$ cat config.mk
export PLATFORM = sky130hd
export DESIGN_NAME = hazard_ctrl
export DESIGN_NICKNAME = d
export VERILOG_FILES = /design/src/rtl/hazard_ctrl.sv
export SDC_FILE = /design/constraint.sdc
export NUM_CORES = 1
export LEC_CHECK = 0
export CORE_MARGIN = 1
export CORE_UTILIZATION = 35
export CTS_CLUSTER_DIAMETER = 50
export DETAILED_ROUTE_END_ITERATION = 6
export GPL_TIMING_DRIVEN = 0
export PLACE_DENSITY = 0.65
export SLEW_MARGIN = 20
export SYNTH_ARGS = -nofsm -noshare
export SYNTH_HDL_FRONTEND = slang
export SYNTH_SLANG_ARGS = --single-unit
$ cat constraint.sdc
create_clock -name clk -period 2.3 [get_ports clk]
set_clock_uncertainty 0.15 [all_clocks]
set_input_delay 0.23 -clock clk [delete_from_list [all_inputs] [get_ports clk]]
set_output_delay 0.23 -clock clk [all_outputs]
set_load 0.1 [all_outputs]
$ cat src/rtl/hazard_ctrl.sv
// Pipeline hazard controller: forwarding, load-use stall, branch flush,
// memory-wait freeze with timeout to a sticky ERROR state, event counters.
module hazard_ctrl #(
  parameter int WAIT_LIMIT = 255
) (
  input  logic        clk,
  input  logic        reset,
  input  logic [4:0]  rs_d,
  input  logic [4:0]  rt_d,
  input  logic [4:0]  rs_e,
  input  logic [4:0]  rt_e,
  input  logic [4:0]  writereg_e,
  input  logic        memtoreg_e,
  input  logic        regwrite_e,
  input  logic [4:0]  writereg_m,
  input  logic        regwrite_m,
  input  logic        memtoreg_m,
  input  logic        memwrite_m,
  input  logic        branch_m,
  input  logic        zero_m,
  input  logic [4:0]  writereg_w,
  input  logic        regwrite_w,
  input  logic        mem_ready,
  input  logic        counter_clr,
  output logic        stall_f,
  output logic        stall_d,
  output logic        flush_d,
  output logic        flush_e,
  output logic        flush_m,
  output logic        freeze,
  output logic        flush_w,
  output logic        pcsrc,
  output logic [1:0]  forward_ae,
  output logic [1:0]  forward_be,
  output logic [1:0]  state,
  output logic        error,
  output logic [15:0] stall_count,
  output logic [15:0] flush_count
);

  localparam logic [1:0] RUN     = 2'b00;
  localparam logic [1:0] MEMWAIT = 2'b01;
  localparam logic [1:0] ERROR   = 2'b10;
  localparam logic [7:0] LIM_M1  = 8'(WAIT_LIMIT - 1);

  logic [1:0]  state_q, state_d;
  logic [7:0]  wcnt_q, wcnt_d;
  logic [15:0] scnt_q, scnt_d;
  logic [15:0] fcnt_q, fcnt_d;

  logic memacc, memhold, loaduse, taken;
  logic [1:0] fwd_a, fwd_b;

  assign memacc  = memtoreg_m | memwrite_m;
  assign memhold = memacc & ~mem_ready;
  assign taken   = branch_m & zero_m & ~memacc;
  assign loaduse = memtoreg_e & regwrite_e & (writereg_e != 5'd0)
                 & ((writereg_e == rs_d) | (writereg_e == rt_d));

  always_comb begin
    fwd_a = 2'b00;
    fwd_b = 2'b00;
    if (regwrite_m && writereg_m != 5'd0 && writereg_m == rs_e)
      fwd_a = 2'b10;
    else if (regwrite_w && writereg_w != 5'd0 && writereg_w == rs_e)
      fwd_a = 2'b01;
    if (regwrite_m && writereg_m != 5'd0 && writereg_m == rt_e)
      fwd_b = 2'b10;
    else if (regwrite_w && writereg_w != 5'd0 && writereg_w == rt_e)
      fwd_b = 2'b01;
  end

  always_ff @(posedge clk or posedge reset) begin
    if (reset) begin
      state_q <= RUN;
      wcnt_q  <= '0;
      scnt_q  <= '0;
      fcnt_q  <= '0;
    end else begin
      state_q <= state_d;
      wcnt_q  <= wcnt_d;
      scnt_q  <= scnt_d;
      fcnt_q  <= fcnt_d;
    end
  end

  always_comb begin
    state_d = state_q;
    wcnt_d  = '0;
    unique case (state_q)
      RUN: begin
        if (memhold) state_d = MEMWAIT;
      end
      MEMWAIT: begin
        if (!memhold) begin
          state_d = RUN;
        end else if (wcnt_q == LIM_M1) begin
          state_d = ERROR;
        end else begin
          wcnt_d = wcnt_q + 8'd1;
        end
      end
      ERROR: state_d = ERROR;
      default: state_d = RUN;
    endcase
  end

  // Counters saturate; a same-cycle clear wins over the increment.
  always_comb begin
    scnt_d = scnt_q;
    fcnt_d = fcnt_q;
    if (counter_clr) begin
      scnt_d = '0;
      fcnt_d = '0;
    end else begin
      if ((stall_d | freeze) && scnt_q != 16'hFFFF)
        scnt_d = scnt_q + 16'd1;
      if (pcsrc && fcnt_q != 16'hFFFF)
        fcnt_d = fcnt_q + 16'd1;
    end
  end

  always_comb begin
    stall_f    = 1'b0;
    stall_d    = 1'b0;
    flush_d    = 1'b0;
    flush_e    = 1'b0;
    flush_m    = 1'b0;
    freeze     = 1'b0;
    flush_w    = 1'b0;
    pcsrc      = 1'b0;
    forward_ae = 2'b00;
    forward_be = 2'b00;
    if (!reset) begin
      if (state_q == ERROR) begin
        freeze  = 1'b1;
        flush_w = 1'b1;
      end else begin
        forward_ae = fwd_a;
        forward_be = fwd_b;
        if (memhold) begin
          freeze  = 1'b1;
          flush_w = 1'b1;
        end else if (taken) begin
          pcsrc   = 1'b1;
          flush_d = 1'b1;
          flush_e = 1'b1;
          flush_m = 1'b1;
        end else if (loaduse) begin
          stall_f = 1'b1;
          stall_d = 1'b1;
          flush_e = 1'b1;
        end
      end
    end
  end

  assign state       = state_q;
  assign error       = (state_q == ERROR);
  assign stall_count = scnt_q;
  assign flush_count = fcnt_q;

endmodule
==> results.sh <==
export IMPL_crit_end="forward_ae[0]"
export IMPL_violations="negative setup slack"
export IMPL_r2r_cells=10
export IMPL_path_cells="nand2b_4, clkinvlp_4, nor2_4, o211ai_1, or4_4, nor4_4, buf_6"
export IMPL_die_h_um=88.6
export IMPL_fp_dieW_um=88.6
export IMPL_hp_class="input port to register"
export IMPL_p_per_area_nw_per_um2=367
export IMPL_grt_pass1_vias=2461
export IMPL_mostFrequentLayoutCells="55 x clkdlybuf4s50_1, 33 x nor2_1, 31 x xnor2_1"
export IMPL_num_rows=31
export IMPL_cp_required_ns=1.92
export IMPL_wl_mm=7.61
export IMPL_cp_start_kind="register"
export IMPL_grt_total_usage_pct=19.0
export IMPL_start_util_pct=36.2
export IMPL_synth_adder_area_share_pct=1.91
export IMPL_p_leak_uw=0.00177
export IMPL_crit_type="register to output pin"
export IMPL_pre_cts_slack_ns=-1.65
export IMPL_synth_ff_type="dfrtp_1"
export IMPL_relSlewSlack_pct=33.4
export IMPL_vdd_drop_max_mv=0.199
export IMPL_crit_cells=7
export IMPL_clk_path_buf_depth=2
export IMPL_drt_drc_violations_left=0
export IMPL_swShare_pct=29.0
export IMPL_post_route_period_util_pct=108
export IMPL_slew_violations=0
export IMPL_synthesis_area_um2=2630
export IMPL_nFillCells=666
export IMPL_drv_cap=0
export IMPL_synth_top_cell_by_area="dfrtp_1"
export IMPL_synth_edff_count=0
export IMPL_final_layout_size_suffix_gt1_share_pct=22.5
export IMPL_synth_xor_area_share_pct=16.7
export IMPL_synth_cells=297
export IMPL_cts_num_sinks=42
export IMPL_grt_overflow_total=0
export IMPL_r2r_end="stall_count[3]"
export IMPL_synth_nets=348
export IMPL_fin_util_pct=58.1
export IMPL_yosysSeqAreaShare_pct=40.0
export IMPL_area_growth_pct=60.4
export IMPL_drtPass1Iterations=4
export IMPL_end_kind="output pin"
export IMPL_layout_commonest_cell="clkdlybuf4s50_1"
export IMPL_p_seq_share_pct=48.2
export IMPL_finalSetupViolCount=4
export IMPL_min_period_ns=2.48
export IMPL_synth_area_leaders="dfrtp_1 40%, xnor2_1 10%, xor2_1 6.3%, nor2_1 5.3%, nand3_1 4.0%"
export IMPL_synth_top_family_by_area="simple AND/OR/NAND/NOR gates"
export IMPL_post_drt_wl_per_cell_um=14.9
export IMPL_r2r_start="state[0]"
export IMPL_nets=463
export IMPL_syn_avg_cell_area_um2=8.84
export IMPL_synth_compound_gate_area_share_pct=10.2
export IMPL_max_stage_delay_ns=0.45
export IMPL_synthMuxAreaShare_pct=1.33
export IMPL_numCtsBuffers=5
export IMPL_path_buf_inv=2
export IMPL_diodes=0
export IMPL_ctsHoldBuffers=0
export IMPL_grt_first_pass_wirelength_mm=11.4
export IMPL_p_comb_share_pct=20.6
export IMPL_rsz0062_at_grt="true"
export IMPL_slowest_stage="or4_4"
export IMPL_antenna_found_initial=0
export IMPL_fin_ws_ns=-0.180
export IMPL_clkPwrFrac_pct=31.3
export IMPL_finalHoldViolations=0
export IMPL_dp_hpwl_mm=5.46
export IMPL_gp_congestion=0.773
export IMPL_ys_ff_latch=42
export IMPL_drt_iter0_drc=134
export IMPL_die_area_um2=7850
export IMPL_clk_pin_slew_ns=0.09
export IMPL_yosys_area_top_type_share_pct=40.0
export IMPL_ios=94
export IMPL_clock_fmax_mhz=403
export IMPL_yosys_warnings=0
export IMPL_post_drt_via_cell_ratio=5.10
export IMPL_portBuffers=92
export IMPL_path_max_fanout=4
export IMPL_coreArea_um2=7250
export IMPL_ys_types=40
export IMPL_status="complete, but fails checks"
export IMPL_clk_insertion_delay_late_ns=0.30
export IMPL_vias=2612
export IMPL_final_antenna_net_count=0
export IMPL_grt_start_max_net_pins=22
export IMPL_synth_simple_gate_area_share_pct=25.5
export IMPL_crit_arrival_ns=2.10
export IMPL_root_buffer="clkbuf_8"
export IMPL_cts_tree="built"
export IMPL_p_int_uw=1100
export IMPL_regToRegSetupSlack_ns=-0.03
export IMPL_worst_pin_slew_ns=1.00
export IMPL_synthArstFlopShare_pct=100
export IMPL_crit_start="state[0]"
export IMPL_cpLargestDelayFamily="simple AND/OR/NAND/NOR gates"
export IMPL_switching_power_uw=448
export IMPL_ctsHtreeMaxLevel=2
## cells in the mapped netlist (4+ instances only)
cell,n
a21oi_1,17
buf_4,4
clkbuf_1,4
dfrtp_1,42
ha_1,4
inv_1,11
nand2_1,21
nand3_1,21
nand4_1,7
nor2_1,37
nor3_1,5
nor4_1,7
o21ai_0,15
or3_1,14
or4_1,7
xnor2_1,31
xor2_1,19
## power by group through the flow
stage | clock [µW] | sequential (µW) | combinational [µW]
3_3_place_gp | 0 | 761 | 298
4_1_cts | 490 | 745 | 314
6_report | 484 | 745 | 318
3_5_place_dp | 0 | 761 | 300
5_1_grt | 528 | 746 | 342
2_1_floorplan | 0 | 777 | 150
## routing by layer
metal  global-route usage, %  share of wire, %  wire length (µm)  up-vias
met5                       0                 0                 0        -
met4                    4.25              0.72                55        0
met3                    4.29               5.5               419        6
met2                    32.0                49              3750       72
met1                    24.8                45              3390     1255
li1                        -                 -                 -     1279
## worst min-delay path by stage
stage | from | to | slack [ns] | cells after the start
CTS | counter_clr | flush_count[6] | 0.07 | 2
detailed placement | wcnt_q[0] | wcnt_q[0] | 0.34 | 1
global route | counter_clr | flush_count[6] | 0.08 | 2
global placement | wcnt_q[0] | wcnt_q[0] | 0.32 | 1
finish | counter_clr | flush_count[6] | 0.07 | 2
floorplan | reset | flush_count[0] | 0.08 | 1
## flip-flops by register name, summed over array words and instances (netlist names)
name / flops
state: 2
flush_count: 16
stall_count: 16
wcnt_q: 8
## cell families after synthesis
family,count (synthesis)
flip-flops,42
buffers and inverters,22
AND/OR/NAND/NOR,131
XOR/XNOR,50
AO/OA/AOI/OAI,45
adder cells (fa/ha/maj),4
multiplexers,3
## timing repair
action,4_1_cts,5_1_grt
cloned,2,1
setup buffers,8,5
endpoints found under the setup margin,29,37
pin swaps,8,5
resized for setup,92,37
## stage by stage
step	cell area [µm²]	hold slack, ns	std cells	setup TNS [ns]	total power, µW
final	4210	0.0688	512	-0.399	1550
after global placement	3900	0.325	488	-19.32	1060
after floorplan	2860	0.0753	297	-16.77	926
after CTS	4080	0.0686	506	-0.414	1550
after global routing	4210	0.0832	512	-0.777	1620
after detailed placement	3900	0.339	488	-19.98	1060
## area by class of cell
type | instances | area [µm²] | share of cell area, %
clock buffer | 6 | 72.6 | 1.72
sequential | 42 | 1070 | 25.4
timing repair buffer | 105 | 1030 | 24.5
buffer | 11 | 108 | 2.55
multi-input combinational | 234 | 1720 | 40.9
timing repair inverter | 2 | 12.5 | 0.297
clock inverter | 2 | 13.8 | 0.327
tap | 99 | 124 | 2.94
inverter | 11 | 56.3 | 1.34
No activity file was read; power rests on OpenSTA's default activity.
==> patch, RTL diff (same flow settings) <==
Register the output `error`, without a reset; this adds one clock of latency there. The other outputs are not delayed to match.
--- a/src/rtl/hazard_ctrl.sv
+++ b/src/rtl/hazard_ctrl.sv
@@ -157,5 +157,7 @@
 
   assign state       = state_q;
-  assign error       = (state_q == ERROR);
+  always_ff @(posedge clk) begin
+    error <= (state_q == ERROR);
+  end
   assign stall_count = scnt_q;
   assign flush_count = fcnt_q;
Function: no difference found for any inputs over 10 cycles, from zero or initial values and one cycle with reset high; that may be too few to reach the edited logic, so the function may still have changed.
==> patch against the original RTL <==
  * The run still ends with negative setup slack left
  * Final area fell by 3.4%
  * Count of clock-buffer cells in the layout is the same
  * Cell count shrank 2.0%
  * Setup slack gained 0.063 ns
  * Global-route usage shrank 0.24 points
  * Register-to-register slack improved by 0.19 ns
  * Sequential cell count grew 1
  * Via count down 5.2%
  * Die area grew 0.75%
  * Wire length is 7.2% lower
  * Total power rose by 8.7%
  * Worst hold slack worse by 0.019 ns
  * Area after synthesis is 0.76% higher
  * Highest routed layer unchanged
==> patch: results (changes against the original RTL) <==
metric,value,unit,change
share of layout cells above drive strength 1,19.6,%,was 22.5%
top area cells in the synthesized netlist,"dfrtp_1, xnor2_1, xor2_1, nor2_1, nand3_1",,unchanged
synth cell count leaders,"dfrtp_1, nor2_1, xnor2_1",,unchanged
gr usage total,18.7,%,was 19.0%
clock transition at the registers of the reported paths,0.09,ns,about the same
R2R Setup Slk,0.16,ns,was -0.03 ns
GP Congestion,0.784,,was 0.773
setup violators final,2,,was 4
hold slack,0.0500,ns,was 0.0688 ns
max_slew headroom,31.7,%,was 33.4%
Port Buf Inserts,92,,unchanged
Hold Path Sink,flush_count[6],,unchanged
DR top layer,met4,,unchanged
worst flop-to-flop path startpoint,flush_count[2],,was state[0]
Post-Place Setup Slack,-1.45,ns,was -1.65 ns
HPWL after detailed placement,5.38,mm,was 5.46 mm
metal2 WL,3.66,mm,was 3.75 mm
worst hold path type,in -> reg,,unchanged
maximum vdd ir drop,0.237,mV,was 0.199 mV
wire length per cell,14.1,um,was 14.9 um
met3 wire length,130,um,was 419 um
"Cell Area, Placed",3860,um^2,was 3900 um^2
final instance area,4070,um^2,was 4210 um^2
R2R depth,6,,was 10
GR Layer Usage met1,25.0,%,was 24.8%
Synth async-reset ratio,97.7,%,was 100%
final worst slack,-0.117,ns,was -0.180 ns
nets@finish,453,,was 463
reg2reg end,flush_count[11],,was stall_count[3]
Leakage,1.70,nW,was 1.77 nW
synthesized net count,349,,was 348
CP peak stage delay,0.45,ns,about the same
routed vias,2475,,was 2612
initial antenna violation count,0,,unchanged
family with the most delay on the worst path,simple AND/OR/NAND/NOR gates,,unchanged
setup_tns,-0.210,ns,was -0.399 ns
Fill cells,686,,was 666
1st-iter DRT viols,55,,was 134
Clock Path Buffers,2,,unchanged
CP arrival,2.04,ns,was 2.10 ns
failing checks,negative setup slack,,unchanged
Hold Crit Start,counter_clr,,unchanged
met3 Use GR,2.59,%,was 4.29%
vias in the first global route,2370,,was 2461
status,finished with violations,,unchanged
"Seq/Total Area, Yosys",40.5,%,was 40.0%
clk_lat worst skew,0.30,ns,about the same
critical path's slowest cell,or4_4,,unchanged
Critical Path Fanout Max,5,,was 4
Main synth FF type,dfrtp_1,,unchanged
Met1 Wirelength,3.15,mm,was 3.39 mm
Ys Warns,0,,unchanged
"Distinct cells, synth",41,,was 40
met2 Use GR,31.2,%,was 32.0%
global-route wire length before repair,11.4,mm,about the same
[patch: cell types whose count changed after synthesis, sizes merged]
cell   unedited run  this run
dfxtp             0         1
[patch: final cells by class]
type,count,area share (%)
Tap cell,99,3.04
Sequential cell,43,27.0
Timing Repair inverter,2,0.308
Inverter,11,1.35
Timing Repair Buffer,95,23.2
Clock buffer,6,2.03
Buffer,11,2.24
Multi-Input combinational cell,233,40.0
Clock inverter,2,0.861
[patch: worst max path at each step]
stage | depth (start not counted) | slack (ns) | to | start
floorplan | 6 | -0.64 | forward_ae[0] | state[0]
global placement | 6 | -1.46 | forward_be[0] | writereg_m[1]
detailed placement | 6 | -1.45 | forward_be[0] | writereg_m[2]
CTS | 7 | -0.12 | forward_be[0] | state[0]
global route | 7 | -0.21 | forward_ae[0] | state[0]
finish | 7 | -0.12 | forward_be[0] | state[0]
[patch: power breakdown]
group | total [mW] | internal [mW] | switching [mW] | leakage (nW)
sequential | 0.763 | 0.759 | 0.00347 | 0.564
combinational | 0.304 | 0.134 | 0.170 | 1.07
clock | 0.615 | 0.351 | 0.264 | 0.0612
[patch: cell families after synthesis]
group / after synthesis / share of synthesized area (%)
compound gates: 45 / 10.1
xor+xnor: 50 / 16.6
fa+ha+maj: 4 / 1.89
buf+inv: 22 / 4.26
flops: 43 / 40.5
mux: 3 / 1.32
simple gates: 131 / 25.4
[patch: stage by stage]
| stage | total power [mW] | std cells |
|---|---|---|
| after floorplan | 0.943 | 298 |
| after global placement | 1.08 | 489 |
| after detailed placement | 1.08 | 489 |
| after CTS | 1.69 | 502 |
| after global routing | 1.76 | 502 |
| final | 1.68 | 502 |
[patch: what timing repair did]
item,in CTS,in global routing
hold buffers,0,0
endpoints found under the setup margin,26,21
buffers inserted,3,0
gates resized for setup,91,18
cloned,2,0
pin swaps,6,0
endpoints found under the hold margin,0,0
